File: config.mk
export PLATFORM = sky130hd
export DESIGN_NAME = fir_coeff_loader_flat
export DESIGN_NICKNAME = d
export VERILOG_FILES = /design/src/rtl/fir_coeff_loader_if.sv /design/src/rtl/fir_coeff_loader.sv /design/src/flat_wrapper.sv
export SDC_FILE = /design/constraint.sdc
export NUM_CORES = 1
export LEC_CHECK = 0
export BUFFER_PORTS_ARGS = -buffer_cell sky130_fd_sc_hd__buf_4
export CORE_UTILIZATION = 48
export DETAILED_ROUTE_END_ITERATION = 10
export PLACE_DENSITY = 0.85
export SLEW_MARGIN = 20
export SYNTH_ARGS = -nofsm -noshare
export SYNTH_HDL_FRONTEND = slang
export SYNTH_SLANG_ARGS = --single-unit
export TNS_END_PERCENT = 20
File: constraint.sdc
create_clock -name clk -period 2.55 [get_ports clk]
set_input_delay 0.255 -clock clk [delete_from_list [all_inputs] [get_ports clk]]
set_output_delay 0.255 -clock clk [all_outputs]
set_load 0.02 [all_outputs]
File: src/rtl/fir_coeff_loader_if.sv
// Configuration stream carrying coefficient words into the loader.
// The bus side drives words; the loader drives back-pressure.
interface fir_coeff_loader_if #(
    parameter int CBITS = 16
);
    logic             cfg_valid_in;
    logic [CBITS-1:0] cfg_data_in;
    logic             cfg_last_in;
    logic             cfg_ready_out;

    modport master (
        output cfg_valid_in,
        output cfg_data_in,
        output cfg_last_in,
        input  cfg_ready_out
    );

    modport slave (
        input  cfg_valid_in,
        input  cfg_data_in,
        input  cfg_last_in,
        output cfg_ready_out
    );
endinterface

File: src/rtl/fir_coeff_loader.sv
// Coefficient loader for the FIR filter unit.
// Collects one frame of NTAPS coefficient words into a shadow bank and
// strobes load_en_out only when the filter is stopped or has just produced
// a sample, so the filter never sees a half-updated coefficient set.
module fir_coeff_loader #(
    parameter int NTAPS   = 7,
    parameter int CBITS   = 16,
    parameter int TMOBITS = 8
) (
    input  logic                   clk,
    input  logic                   rst_n,
    fir_coeff_loader_if.slave      cfg,
    input  logic                   run_in,
    input  logic                   dvalid_in,
    output logic [NTAPS*CBITS-1:0] coeffs_out,
    output logic                   load_en_out,
    output logic                   busy_out,
    output logic                   done_out,
    output logic                   err_out
);
    localparam int IDXW = (NTAPS > 1) ? $clog2(NTAPS) : 1;
    localparam logic [IDXW-1:0] LAST_IDX = IDXW'(NTAPS - 1);

    typedef enum logic [1:0] {
        IDLE  = 2'd0,
        FILL  = 2'd1,
        ARMED = 2'd2,
        LOAD  = 2'd3
    } state_t;

    state_t                 state_q, state_d;
    logic [IDXW-1:0]        idx_q, idx_d;
    logic [NTAPS*CBITS-1:0] bank_q, bank_d;
    logic [TMOBITS-1:0]     tmo_q, tmo_d;
    logic                   err_q, err_d;
    logic                   done_q, done_d;

    logic                   ready_s;
    logic                   accept_s;
    logic [TMOBITS-1:0]     tmo_inc_s;

    // Ready is held low while reset is asserted so the bus sees no acceptance window
    assign ready_s   = rst_n && ((state_q == IDLE) || (state_q == FILL));
    assign accept_s  = cfg.cfg_valid_in && ready_s;
    assign tmo_inc_s = tmo_q + 1'b1;

    assign cfg.cfg_ready_out = ready_s;
    assign coeffs_out        = bank_q;
    assign err_out           = err_q;
    assign done_out          = done_q;

    // Next-state logic: frame assembly, safe-point wait and load strobe
    always_comb begin
        state_d     = state_q;
        idx_d       = idx_q;
        bank_d      = bank_q;
        tmo_d       = '0;
        err_d       = 1'b0;
        done_d      = 1'b0;
        busy_out    = 1'b0;
        load_en_out = 1'b0;

        if (accept_s) begin
            bank_d[idx_q*CBITS +: CBITS] = cfg.cfg_data_in;
        end

        case (state_q)
            IDLE: begin
                idx_d = '0;
                if (accept_s) begin
                    if (NTAPS == 1) begin
                        if (cfg.cfg_last_in) begin
                            state_d = ARMED;
                        end else begin
                            err_d = 1'b1;
                        end
                    end else if (cfg.cfg_last_in) begin
                        err_d = 1'b1;
                    end else begin
                        idx_d   = IDXW'(1);
                        state_d = FILL;
                    end
                end
            end
            FILL: begin
                busy_out = 1'b1;
                if (accept_s) begin
                    if (idx_q == LAST_IDX) begin
                        idx_d = '0;
                        if (cfg.cfg_last_in) begin
                            state_d = ARMED;
                        end else begin
                            err_d   = 1'b1;
                            state_d = IDLE;
                        end
                    end else if (cfg.cfg_last_in) begin
                        idx_d   = '0;
                        err_d   = 1'b1;
                        state_d = IDLE;
                    end else begin
                        idx_d = idx_q + 1'b1;
                    end
                end
            end
            ARMED: begin
                busy_out = 1'b1;
                if (!run_in || dvalid_in) begin
                    state_d = LOAD;
                end else if (tmo_inc_s == '1) begin
                    err_d   = 1'b1;
                    state_d = IDLE;
                end else begin
                    tmo_d = tmo_inc_s;
                end
            end
            LOAD: begin
                busy_out    = 1'b1;
                load_en_out = 1'b1;
                done_d      = 1'b1;
                state_d     = IDLE;
            end
            default: begin
                state_d = IDLE;
                idx_d   = '0;
            end
        endcase
    end

    // State registers with synchronous active-low reset that discards any pending frame
    always_ff @(posedge clk) begin
        if (!rst_n) begin
            state_q <= IDLE;
            idx_q   <= '0;
            bank_q  <= '0;
            tmo_q   <= '0;
            err_q   <= 1'b0;
            done_q  <= 1'b0;
        end else begin
            state_q <= state_d;
            idx_q   <= idx_d;
            bank_q  <= bank_d;
            tmo_q   <= tmo_d;
            err_q   <= err_d;
            done_q  <= done_d;
        end
    end
endmodule

File: src/flat_wrapper.sv
// flat-port wrapper written by rule: the top's interface ports become plain ports
module fir_coeff_loader_flat 
#(
    parameter int NTAPS   = 7,
    parameter int CBITS   = 16,
    parameter int TMOBITS = 8
)
  (clk, rst_n, run_in, dvalid_in, coeffs_out, load_en_out, busy_out, done_out, err_out, cfg_cfg_valid_in, cfg_cfg_data_in, cfg_cfg_last_in, cfg_cfg_ready_out);
  fir_coeff_loader_if #(.CBITS(CBITS)) cfg_i ();
  input  logic clk;
  input  logic rst_n;
  input  logic run_in;
  input  logic dvalid_in;
  output logic [NTAPS*CBITS-1:0] coeffs_out;
  output logic load_en_out;
  output logic busy_out;
  output logic done_out;
  output logic err_out;
  input wire logic [$bits(cfg_i.cfg_valid_in)-1:0] cfg_cfg_valid_in;
  input wire logic [$bits(cfg_i.cfg_data_in)-1:0] cfg_cfg_data_in;
  input wire logic [$bits(cfg_i.cfg_last_in)-1:0] cfg_cfg_last_in;
  output wire logic [$bits(cfg_i.cfg_ready_out)-1:0] cfg_cfg_ready_out;
  assign cfg_i.cfg_valid_in = cfg_cfg_valid_in;
  assign cfg_i.cfg_data_in = cfg_cfg_data_in;
  assign cfg_i.cfg_last_in = cfg_cfg_last_in;
  assign cfg_cfg_ready_out = cfg_i.cfg_ready_out;
  fir_coeff_loader #(.NTAPS(NTAPS), .CBITS(CBITS), .TMOBITS(TMOBITS)) u_core (.clk(clk), .rst_n(rst_n), .cfg(cfg_i), .run_in(run_in), .dvalid_in(dvalid_in), .coeffs_out(coeffs_out), .load_en_out(load_en_out), .busy_out(busy_out), .done_out(done_out), .err_out(err_out));
endmodule
==> reports/metrics.cfg <==
[die]
fp.dieArea_sq_mm = 0.0115
floorplan.io_pins = 139
starting_utilization_of_the_core_area = 0.491
placeableCoreArea_sq_mm = 0.0108
floorplan.die.height_microns = 107
floorplan.die.width_microns = 107
std_cell_rows = 38

[cells_and_area]
final_common_cell = sky130_fd_sc_hd__buf_4
num-fill-cells = 894
num_antenna_cells = 0
instances_no_fill = 882
fraction_of_final_layout_cells_with_drive_strength_greater_than_1 = 0.291
final_net_count = 760
layout.cells.most_common_list = sky130_fd_sc_hd__buf_4, sky130_fd_sc_hd__nand2_1, sky130_fd_sc_hd__dfxtp_1
layout-area-overhead-vs-synth_pct = 34.2

[place]
hpwlAfterDp_microns = 10100
placed_cells_incl_taps = 851
dpl_worst_slack_ns = 0.227
placement.io_buffers = 138
global_placer_s_final_weighted_congestion = 0.866

[clock_tree]
tritoncts_num_sinks = 127
cts.reportedPaths.clkPinSlew_ns = 0.06
cts_tree = yes
ctsRootBufferMaster = sky130_fd_sc_hd__clkbuf_8
post-cts-setup-buffer-count = 0
post_cts_resized = 0
clkLatencyLatePin_ns = 0.51
cts_htree_levels = 4
tritoncts.num_buffers = 17
post_cts_hold_buffer_count = 0
cts_max_path_buffers = 2

[synthesis]
ys_async_sr_fraction = 0
number_of_distinct_library_cell_variants_in_the_gate_level_netlist_after_synthesis = 45
synth_cells = 597
synth_warnings = 0
most_frequently_used_flop_master_after_synthesis = sky130_fd_sc_hd__dfxtp_1
synth.net_count = 627
synth_area_sq_mm = 0.00533
synthesized_area_per_cell_sq_um = 8.92
synth.yosys.seq_area_share = 0.477
synth-edff-count = 0
synth_seq_cells = 127

[sta]
worst_setup_slack_final_ns = 0.170
clock-skew-final_ns = 0.00684
clock.fmax_mhz = 420
finalHoldViolations = 0
report.final.setup_viol = 0
rsz0062_at_grt = no
finalSetupTns_ns = 0
timing.max_slew.rel_slack = 0.602
fin_crit_ns = 2.38
final.period_utilization = 0.933
worst_pin_slew_ns = 0.596
number_of_max_slew_violations_in_the_final_report = 0

[setup_path]
cp-start-kind = flip-flop
crit_fanout = 14
worst_ep_required_time_ns = 2.95
critPathArrivalTime_ns = 2.78
critPathCaptureType = flip-flop
timing_worst_setup_path_type = reg2reg

[power_and_ir_drop]
post_layout_power_mw = 4.96
cellLeakagePower_nw = 2.79
worst_vdd_ir_mv = 0.355
power-per-cell-area_mw_per_mm2 = 694

[routing]
ant_nets = 0
detail_route.wirelength_microns = 14500
drc_errors = 0
viasPerCell = 5.42
drt_iter0_markers = 369
number_of_vias_after_detailed_routing = 4779
number_of_iterations_in_the_first_detailed_routing_pass = 5
post_dr_wirelength_cell_microns = 16.5

[run]
max_cap_viol_count = 0

[grt]
grt_pass1_vias = 4596
grt_pass1_wl_microns = 22800
grt_max_degree = 65
track_usage = 0.260
grt_antenna_before_repair = 0
globalRoute.totalOverflow = 0

[run_status]
outcome = complete, no violations

[min_path]
holdCritPathClass = in2reg

## final cells by class
class / count / area [sq um] / area share
clock inverters: 11 / 211 / 0.0296
multi-input cells: 421 / 2580 / 0.361
well taps: 140 / 175 / 0.0245
repair buffers: 155 / 1160 / 0.163
flip-flops and latches: 127 / 2540 / 0.356
inverters: 8 / 30.0 / 0.00420
clock buffers: 20 / 445 / 0.0623
## path summary, 6_finish.rpt
check                                startpoint                                 end  slack, ns  cells past startpoint
min reg2reg  u_core.coeffs_out[89]$_SDFFE_PN0P_  u_core.coeffs_out[89]$_SDFFE_PN0P_       0.45                      2
max reg2reg        u_core.idx_q[2]$_SDFFE_PN0P_  u_core.coeffs_out[78]$_SDFFE_PN0P_       0.17                      8
max                u_core.idx_q[2]$_SDFFE_PN0P_  u_core.coeffs_out[78]$_SDFFE_PN0P_       0.17                      8
min                          cfg_cfg_data_in[1]  u_core.coeffs_out[49]$_SDFFE_PN0P_       0.06                      3
## cell usage after synthesis (6+ instances only)
| library cell | n | area [sq um] |
|---|---|---|
| sky130_fd_sc_hd__inv_1 | 6 | 22.5 |
| sky130_fd_sc_hd__ha_1 | 8 | 100 |
| sky130_fd_sc_hd__buf_2 | 14 | 70.1 |
| sky130_fd_sc_hd__clkbuf_1 | 24 | 90.1 |
| sky130_fd_sc_hd__nand2_2 | 10 | 62.6 |
| sky130_fd_sc_hd__or3_1 | 7 | 43.8 |
| sky130_fd_sc_hd__nand3_1 | 44 | 220 |
| sky130_fd_sc_hd__a21boi_2 | 10 | 113 |
| sky130_fd_sc_hd__nor2b_1 | 21 | 131 |
| sky130_fd_sc_hd__mux2i_1 | 17 | 170 |
| sky130_fd_sc_hd__nand2_1 | 146 | 548 |
| sky130_fd_sc_hd__nor2_1 | 7 | 26.3 |
| sky130_fd_sc_hd__a21boi_1 | 89 | 668 |
| sky130_fd_sc_hd__dfxtp_1 | 127 | 2540 |
| sky130_fd_sc_hd__nor3_1 | 8 | 40.0 |
| sky130_fd_sc_hd__nand4_1 | 10 | 62.6 |
## state kept, by name (all words and copies together) (netlist names)
register and count:
u_core.err_out 1, u_core.done_out 1, u_core.idx_q 3, u_core.tmo_q 8, u_core.coeffs_out 112, u_core.state_q 2
## per-layer routing
metal | share of wire | global-route usage
met1 | 0.42 | 0.318
met2 | 0.49 | 0.428
met3 | 0.066 | 0.0551
met4 | 0.029 | 0.140
met5 | 0 | 0
## logic make-up after synthesis
group | count (synthesis) | synth area share
AO/OA/AOI/OAI | 111 | 0.163
XOR/XNOR | 5 | 0.00822
adder cells (fa/ha/maj) | 8 | 0.0188
buffers and inverters | 49 | 0.0420
flip-flops | 127 | 0.477
multiplexers | 17 | 0.0319
AND/OR/NAND/NOR | 280 | 0.258
## power by group
part / internal [mW] / switching (mW) / leakage (nW)
Sequential: 2.00 / 0.0129 / 1.02
Combinational: 0.109 / 0.160 / 1.44
Clock: 1.83 / 0.850 / 0.321
## critical path, cell delays in order, from the launching register on
cell and delay (ns):
sky130_fd_sc_hd__dfxtp_1 0.45, sky130_fd_sc_hd__inv_1 0.10, sky130_fd_sc_hd__ha_1 0.35, sky130_fd_sc_hd__buf_4 0.23, sky130_fd_sc_hd__nor2b_1 0.24, sky130_fd_sc_hd__nor4b_2 0.35, sky130_fd_sc_hd__buf_4 0.28, sky130_fd_sc_hd__mux2i_1 0.21
sky130_fd_sc_hd__nor2b_1 0.06
## through the flow
stage                util  instance area [sq um]  hold slack, ns
floorplan               -                   5340           0.390
global placement    0.599                   6490           0.440
detailed placement  0.599                   6490           0.447
CTS                 0.660                   7150          0.0281
global route        0.660                   7150          0.0366
finish              0.660                   7150          0.0554
Power figures use the tool's default switching activity.
